<file path="config.mk">
export PLATFORM = sky130hd
export DESIGN_NAME = ch_capture
export DESIGN_NICKNAME = d
export VERILOG_FILES = /design/src/rtl/ch_unit_pkg.sv /design/src/rtl/pos_oneshot.sv /design/src/rtl/ch_capture.sv
export SDC_FILE = /design/constraint.sdc
export NUM_CORES = 1
export LEC_CHECK = 0
export ABC_AREA = 1
export CORE_MARGIN = 2
export CORE_UTILIZATION = 50
export DETAILED_ROUTE_END_ITERATION = 10
export PLACE_DENSITY = 0.78
export SKIP_LAST_GASP = 1
export SLEW_MARGIN = 20
export SYNTH_ARGS = -nofsm -noshare
export SYNTH_HDL_FRONTEND = slang
export SYNTH_SLANG_ARGS = --single-unit
</file>
<file path="constraint.sdc">
create_clock -name s_axi_clk -period 3 [get_ports s_axi_clk]
set_input_delay 0.6 -clock s_axi_clk [delete_from_list [all_inputs] [get_ports s_axi_clk]]
set_output_delay 0.6 -clock s_axi_clk [all_outputs]
set_load 0.01 [all_outputs]
</file>
<file path="src/rtl/ch_unit_pkg.sv">
// Shared constants for the channel playback/capture units: FSM state codes
// and trigger-mode selectors.
package ch_unit_pkg;

  typedef logic [1:0] ch_state_t;

  localparam logic [1:0] ST_IDLE    = 2'd0;
  localparam logic [1:0] ST_ARMED   = 2'd1;
  localparam logic [1:0] ST_CAPTURE = 2'd2;
  localparam logic [1:0] ST_DONE    = 2'd3;

  localparam logic TRIG_IMMEDIATE = 1'b0;
  localparam logic TRIG_EDGE      = 1'b1;

endpackage

</file>
<file path="src/rtl/pos_oneshot.sv">
// Rising-edge one-shot for GPIO level strobes: pulse is high for the single
// cycle in which level is high and was low on the previous clock.
module pos_oneshot (
  input  logic s_axi_clk,
  input  logic s_axi_reset,
  input  logic level,
  output logic pulse
);

  logic level_q;

  always_ff @(posedge s_axi_clk) begin
    if (s_axi_reset) level_q <= 1'b0;
    else             level_q <= level;
  end

  assign pulse = level & ~level_q;

endmodule

</file>
<file path="src/rtl/ch_capture.sv">
// Channel capture controller: samples ch_in on sample_tick, packs samples
// LSB-first into DATA_WIDTH-bit words and writes them over a start..stop window.
module ch_capture
  import ch_unit_pkg::*;
#(
  parameter int N_ADDR_BITS = 20,
  parameter int MEM_DEPTH   = 1048576,
  parameter int DATA_WIDTH  = 1
) (
  input  logic                   s_axi_clk,
  input  logic                   s_axi_reset,
  input  logic                   sample_tick,
  input  logic                   ch_in,
  input  logic                   capture_en,
  input  logic                   trig_mode,
  input  logic                   loop_capture,
  input  logic                   write_addr,
  input  logic [N_ADDR_BITS-1:0] set_ram_addr,
  input  logic                   write_stop_addr,
  input  logic [N_ADDR_BITS-1:0] stop_addr,
  output logic [N_ADDR_BITS-1:0] ram_addr,
  output logic [DATA_WIDTH-1:0]  ram_din,
  output logic                   wen,
  output logic                   capture_done,
  output logic                   wrapped,
  output logic [N_ADDR_BITS:0]   words_written
);

  localparam int CNT_W = $clog2(DATA_WIDTH + 1);
  localparam logic [N_ADDR_BITS-1:0] STOP_RST = N_ADDR_BITS'(MEM_DEPTH - 1);
  localparam logic [CNT_W-1:0] LAST_CNT = CNT_W'(DATA_WIDTH - 1);

  logic                   ch_meta_p0;
  logic                   ch_sync_p1;
  logic                   prev_sample;
  logic                   addr_load;
  logic                   stop_load;
  ch_state_t              state;
  logic [N_ADDR_BITS-1:0] start_reg;
  logic [N_ADDR_BITS-1:0] stop_reg;
  logic [CNT_W-1:0]       pack_cnt;
  logic [DATA_WIDTH-1:0]  pack_sr;
  logic [DATA_WIDTH-1:0]  pack_word;
  logic [DATA_WIDTH-1:0]  sample_vec;
  logic                   edge_seen;
  logic                   at_stop;
  logic                   last_write;
  logic                   sample_take;
  logic                   word_done;

  pos_oneshot u_addr_edge (
    .s_axi_clk   (s_axi_clk),
    .s_axi_reset (s_axi_reset),
    .level       (write_addr),
    .pulse       (addr_load)
  );

  pos_oneshot u_stop_edge (
    .s_axi_clk   (s_axi_clk),
    .s_axi_reset (s_axi_reset),
    .level       (write_stop_addr),
    .pulse       (stop_load)
  );

  // Stage p0/p1: two-flop synchronizer for the asynchronous channel input
  always_ff @(posedge s_axi_clk) begin
    if (s_axi_reset) begin
      ch_meta_p0  <= 1'b0;
      ch_sync_p1  <= 1'b0;
      prev_sample <= 1'b0;
    end else begin
      ch_meta_p0 <= ch_in;
      ch_sync_p1 <= ch_meta_p0;
      if (sample_tick) prev_sample <= ch_sync_p1;
    end
  end

  always_ff @(posedge s_axi_clk) begin
    if (s_axi_reset)    stop_reg <= STOP_RST;
    else if (stop_load) stop_reg <= stop_addr;
  end

  always_comb begin
    sample_vec    = '0;
    sample_vec[0] = ch_sync_p1;
    pack_word     = ((pack_cnt == '0) ? '0 : pack_sr) | (sample_vec << pack_cnt);
  end

  // The word that hits the stop address in non-loop mode ends the run, so a
  // tick landing in that same cycle must not start another word.
  assign edge_seen   = sample_tick & ch_sync_p1 & ~prev_sample;
  assign at_stop     = (ram_addr == stop_reg);
  assign last_write  = wen & at_stop & ~loop_capture;
  assign sample_take = capture_en & sample_tick &
                       (((state == ST_CAPTURE) & ~last_write) |
                        ((state == ST_ARMED) & edge_seen));
  assign word_done   = sample_take & (pack_cnt == LAST_CNT);

  // Stage p2: packer shift data, unreset
  always_ff @(posedge s_axi_clk) begin
    if (sample_take) pack_sr <= pack_word;
  end

  always_ff @(posedge s_axi_clk) begin
    if (s_axi_reset) begin
      state         <= ST_IDLE;
      ram_addr      <= '0;
      ram_din       <= '0;
      wen           <= 1'b0;
      capture_done  <= 1'b0;
      wrapped       <= 1'b0;
      words_written <= '0;
      start_reg     <= '0;
      pack_cnt      <= '0;
    end else begin
      wen <= 1'b0;
      if (wen && (words_written != '1))
        words_written <= words_written + (N_ADDR_BITS + 1)'(1);

      if (sample_take) begin
        if (word_done) begin
          pack_cnt <= '0;
          wen      <= 1'b1;
          ram_din  <= pack_word;
        end else begin
          pack_cnt <= pack_cnt + CNT_W'(1);
        end
      end

      if (addr_load && ((state == ST_IDLE) || (state == ST_DONE))) begin
        start_reg <= set_ram_addr;
        ram_addr  <= set_ram_addr;
      end

      case (state)
        ST_IDLE: begin
          if (capture_en) begin
            state         <= (trig_mode == TRIG_EDGE) ? ST_ARMED : ST_CAPTURE;
            pack_cnt      <= '0;
            words_written <= '0;
            wrapped       <= 1'b0;
            capture_done  <= 1'b0;
            ram_addr      <= start_reg;
          end
        end
        ST_ARMED: begin
          if (!capture_en)    state <= ST_IDLE;
          else if (edge_seen) state <= ST_CAPTURE;
        end
        ST_CAPTURE: begin
          if (!capture_en) begin
            state    <= ST_IDLE;
            pack_cnt <= '0;
          end else if (wen) begin
            if (at_stop) begin
              if (loop_capture) begin
                ram_addr <= start_reg;
                wrapped  <= 1'b1;
              end else begin
                state        <= ST_DONE;
                capture_done <= 1'b1;
              end
            end else begin
              ram_addr <= ram_addr + N_ADDR_BITS'(1);
            end
          end
        end
        ST_DONE: begin
          if (!capture_en) begin
            state        <= ST_IDLE;
            capture_done <= 1'b0;
          end
        end
        default: state <= ST_IDLE;
      endcase
    end
  end

endmodule

</file>
==> summary.md <==
| Metric | Value |
|---|---|
| Status | complete, no violations |
| WHS Endpoint | ch_sync_p1 |
| PD cells | between 600 and 700 nW/um^2 |
| PortBufs | just over 90 |
| Worst hold stages | 2 |
| Syn_nets | between 900 and 1,000 |
| Overall Global Routing Usage | about a quarter |
| Yosys top cell by area | dfxtp_1 |
| Post-Synthesis Cells | between 800 and 900 |
| Core area | around 11,000 sq um |
| Initial DRC count | roughly 550 |
| CP required | around 3300 ps |
| Worst stage delay on the critical path | 420 ps |
| Sequential share of the synthesized area | 33.0% |
| Die Y | around 110 microns |
| Io pins | 94 |
| Reg2Reg Depth | 14 |
| Arr. time, crit path | between 2000 and 2500 ps |
| Commonest non-fill, non-tap cells in the layout | nand2_1, inv_1, dfxtp_1, clkdlybuf4s50_1, nor2_1 |
| Minimum clock period | 2180 ps |
| Postcts setup bufs | 0 |
| Post-Place Cells | 1,107 |
| VDD IR max | 479 uV |
| Crit path top cell by count | inv_1 |
| Layout cells sized above 1 | under 10% |
| Dpl hpwl | ~11,000 microns |
| TritonCTS buffer count | 9 |
| Core Rows | 39 |
| Setup_tns | 0 ps |
| Die span in x | roughly 110 microns |
| HP Class | reg -> reg |
| Clk root buf | clkbuf_16 |
| Peak fanout along the critical path | 31 |
| Ys Warns | 0 |
| Largest net degree at the start of global routing | 44 |
| Fmax | 458 MHz |
| Sw Pwr | between 0.0015 and 0.002 W |
| Largest register FFs | 21 |
| Synthesized area | roughly 5700 sq um |
| Final Non-Filler Cells | between 1,000 and 1,500 |
| Top-area cell type share of the netlist area | ~32% |
| P&R area growth vs syn | 23.6% |
| CTS tree | yes |
| Clock power frac | 25.0% |
| Die area | between 10,000 and 15,000 sq um |
| Starting Density | 50.7% |
| Via density | around 5.3 |
| Commonest non-fill, non-tap cell in the layout | nand2_1 |
| Dominant cells by area after synthesis | dfxtp_1, nand2_1, inv_1, nor2_1, a21oi_1 |
| Crit path kind | reg -> reg |
| Worst R2R Setup Slack | 820 ps |
| Crit end category | flip-flop |
| Post-route cell area | 7090 sq um |
| Vias in the first global route | ~5,400 |
| Worst-Skew Late Latency | between 300 and 400 ps |
| Grt ovf | 0 |
| Switching fraction of total power | 39.3% |
| Clk buf depth | 2 |
| ANT nets after route | 0 |
| Internal power | 0.00288 W |
| Startpoint Class | flip-flop |
| # hold bufs at CTS | 0 |
| Top FF cell, synth | dfxtp_1 |
| Async set-reset flop share out of synthesis | 0% |
| Final setup viols | 0 |
| Setup Slack @ Placement | around 570 ps |
| RSZ-0062 raised after global routing | no |
| Initial antenna violation count | 0 |
| Flops & latches, synth | between 90 and 100 |
| Leakage power | just over 3 nW |
| Drt total wl | 15,400 microns |
| Number of synthesized flops with an enable pin | 1 |
| Synth unique cells | 42 |
| Largest Register | words_written |
| H-tree depth | 3 |
| RD Place Congestion | ~0.9 |
| CP Cell Sequence | inv_1 > ha_1 > inv_1 > nand3_1 > inv_1 > buf_4 > nand2_1 > o21ai_0 > mux2i_1 > inv_1 > nand2_1 > nand3_1 > nand3_1 > a21oi_1 |
| Drt wl/cell | roughly 14 microns |
| Reg-to-reg startpoint | state[0] |
| Vias | ~6,000 |
| Clock sink count | 94 |
| Setup ws final | between 800 and 900 ps |
| Global-route wire length before repair | 25,100 microns |
| Hold Startpoint | ch_meta_p0 |
| Clk_skew | around 9.4 ps |
| 1st-pass router iterations | 5 |
| CP max-delay cell | dfxtp_1 |
| Part of the cycle the worst path needs | 72.8% |
| Clock transition at the registers of the reported paths | about 60 ps |
| Sequential Power Share | 35.6% |
| Area after DPL | about 6800 sq um |
| R2R Path End | ram_addr[9] |
| Actual slew at the worst max-slew pin | approximately 700 ps |
| Remaining DRCs | 0 |
| Syn Area/Cell | 6.42 sq um |
| Number of diodes | 0 |
| MaxCap Viol Count | 0 |
| Gate power share | slightly below 40% |
| Layout Nets | slightly above 1,000 |
| Max Slew Vio Count | 0 |
| Slew Limit Headroom | a little over half |
| Hold Vio Cnt, Final | 0 |
| Resize count post-CTS | 0 |
==> layout make-up <==
cell class	instances	area, sq um
tap	143	179
clock buffer	12	256
multi-input combinational	650	3250
fill	1058	4230
sequential	94	1890
clock inverter	4	45.0
timing repair buffer	109	1050
inverter	111	417
==> critical path, delay by kind of cell (launching register included) <==
family,cells,cell delay (ps)
buf+inv,5,600
flops,1,420
compound gates,2,270
fa+ha+maj,1,300
mux,1,120
simple gates,5,400
==> metrics by stage <==
stage	total power (W)	util, %	hold WS [ps]
2_1_floorplan	0.00290	-	388
3_3_place_gp	0.00354	60.0	397
3_5_place_dp	0.00355	60.0	396
4_1_cts	0.00475	62.6	405
5_1_grt	0.00505	62.6	420
6_report	0.00475	62.6	404
==> cells by family (layout without fill, tap and decap cells) <==
family / Yosys count / after routing / share of synthesized area (%)
AO/OA/AOI/OAI: 145 / 145 / 14.9
XOR/XNOR: 30 / 30 / 4.58
adder cells (fa/ha/maj): 7 / 7 / 1.53
buffers and inverters: 150 / 236 / 10.4
flip-flops: 94 / 94 / 33.0
multiplexers: 8 / 8 / 1.40
AND/OR/NAND/NOR: 460 / 460 / 34.2
==> power by group through the flow <==
stage / Clock (W) / Combinational [W] / Sequential, W
3_5_place_dp: 0 / 0.00184 / 0.00171
6_report: 0.00119 / 0.00187 / 0.00169
2_1_floorplan: 0 / 0.00123 / 0.00167
5_1_grt: 0.00124 / 0.00208 / 0.00172
4_1_cts: 0.00120 / 0.00186 / 0.00169
3_3_place_gp: 0 / 0.00182 / 0.00172
==> synth_stat cells (3+ instances only) <==
cell and n:
nand4_1 19, nor4_1 3, inv_2 14, inv_1 93
a21oi_1 52, o211ai_1 16, o21bai_1 7, nor2_4 5
buf_2 10, o21ai_1 4, mux2i_1 8, ha_1 7
clkinv_1 4, buf_6 3, dfxtp_1 93, xor2_1 22
or2_2 3, a211oi_1 4, nor3_1 14, nor2_1 78
nand3_1 52, o21ai_0 41, xnor2_1 8, a22oi_1 14
clkbuf_1 24, nand2_1 275
==> worst max path at each step <==
stage | start | to | slack [ps] | cells past startpoint
final | state[0] | ram_addr[9] | 820 | 14
after floorplan | state[0] | ram_addr[0] | 1190 | 15
after detailed placement | write_addr | ram_addr[9] | 570 | 12
after global placement | write_addr | ram_addr[1] | 640 | 13
after global routing | state[0] | ram_addr[12] | 610 | 12
after CTS | state[0] | ram_addr[9] | 820 | 14
==> per-layer routing <==
| metal | routed length, microns | global-route usage (%) | up-vias |
|---|---|---|---|
| li1 | - | - | 3053 |
| met2 | 7150 | 40.7 | 200 |
| met1 | 7070 | 32.5 | 2688 |
| met4 | 271 | 7.57 | 0 |
| met3 | 922 | 5.36 | 21 |
| met5 | 0 | 0 | - |
Power figures use the tool's default switching activity.
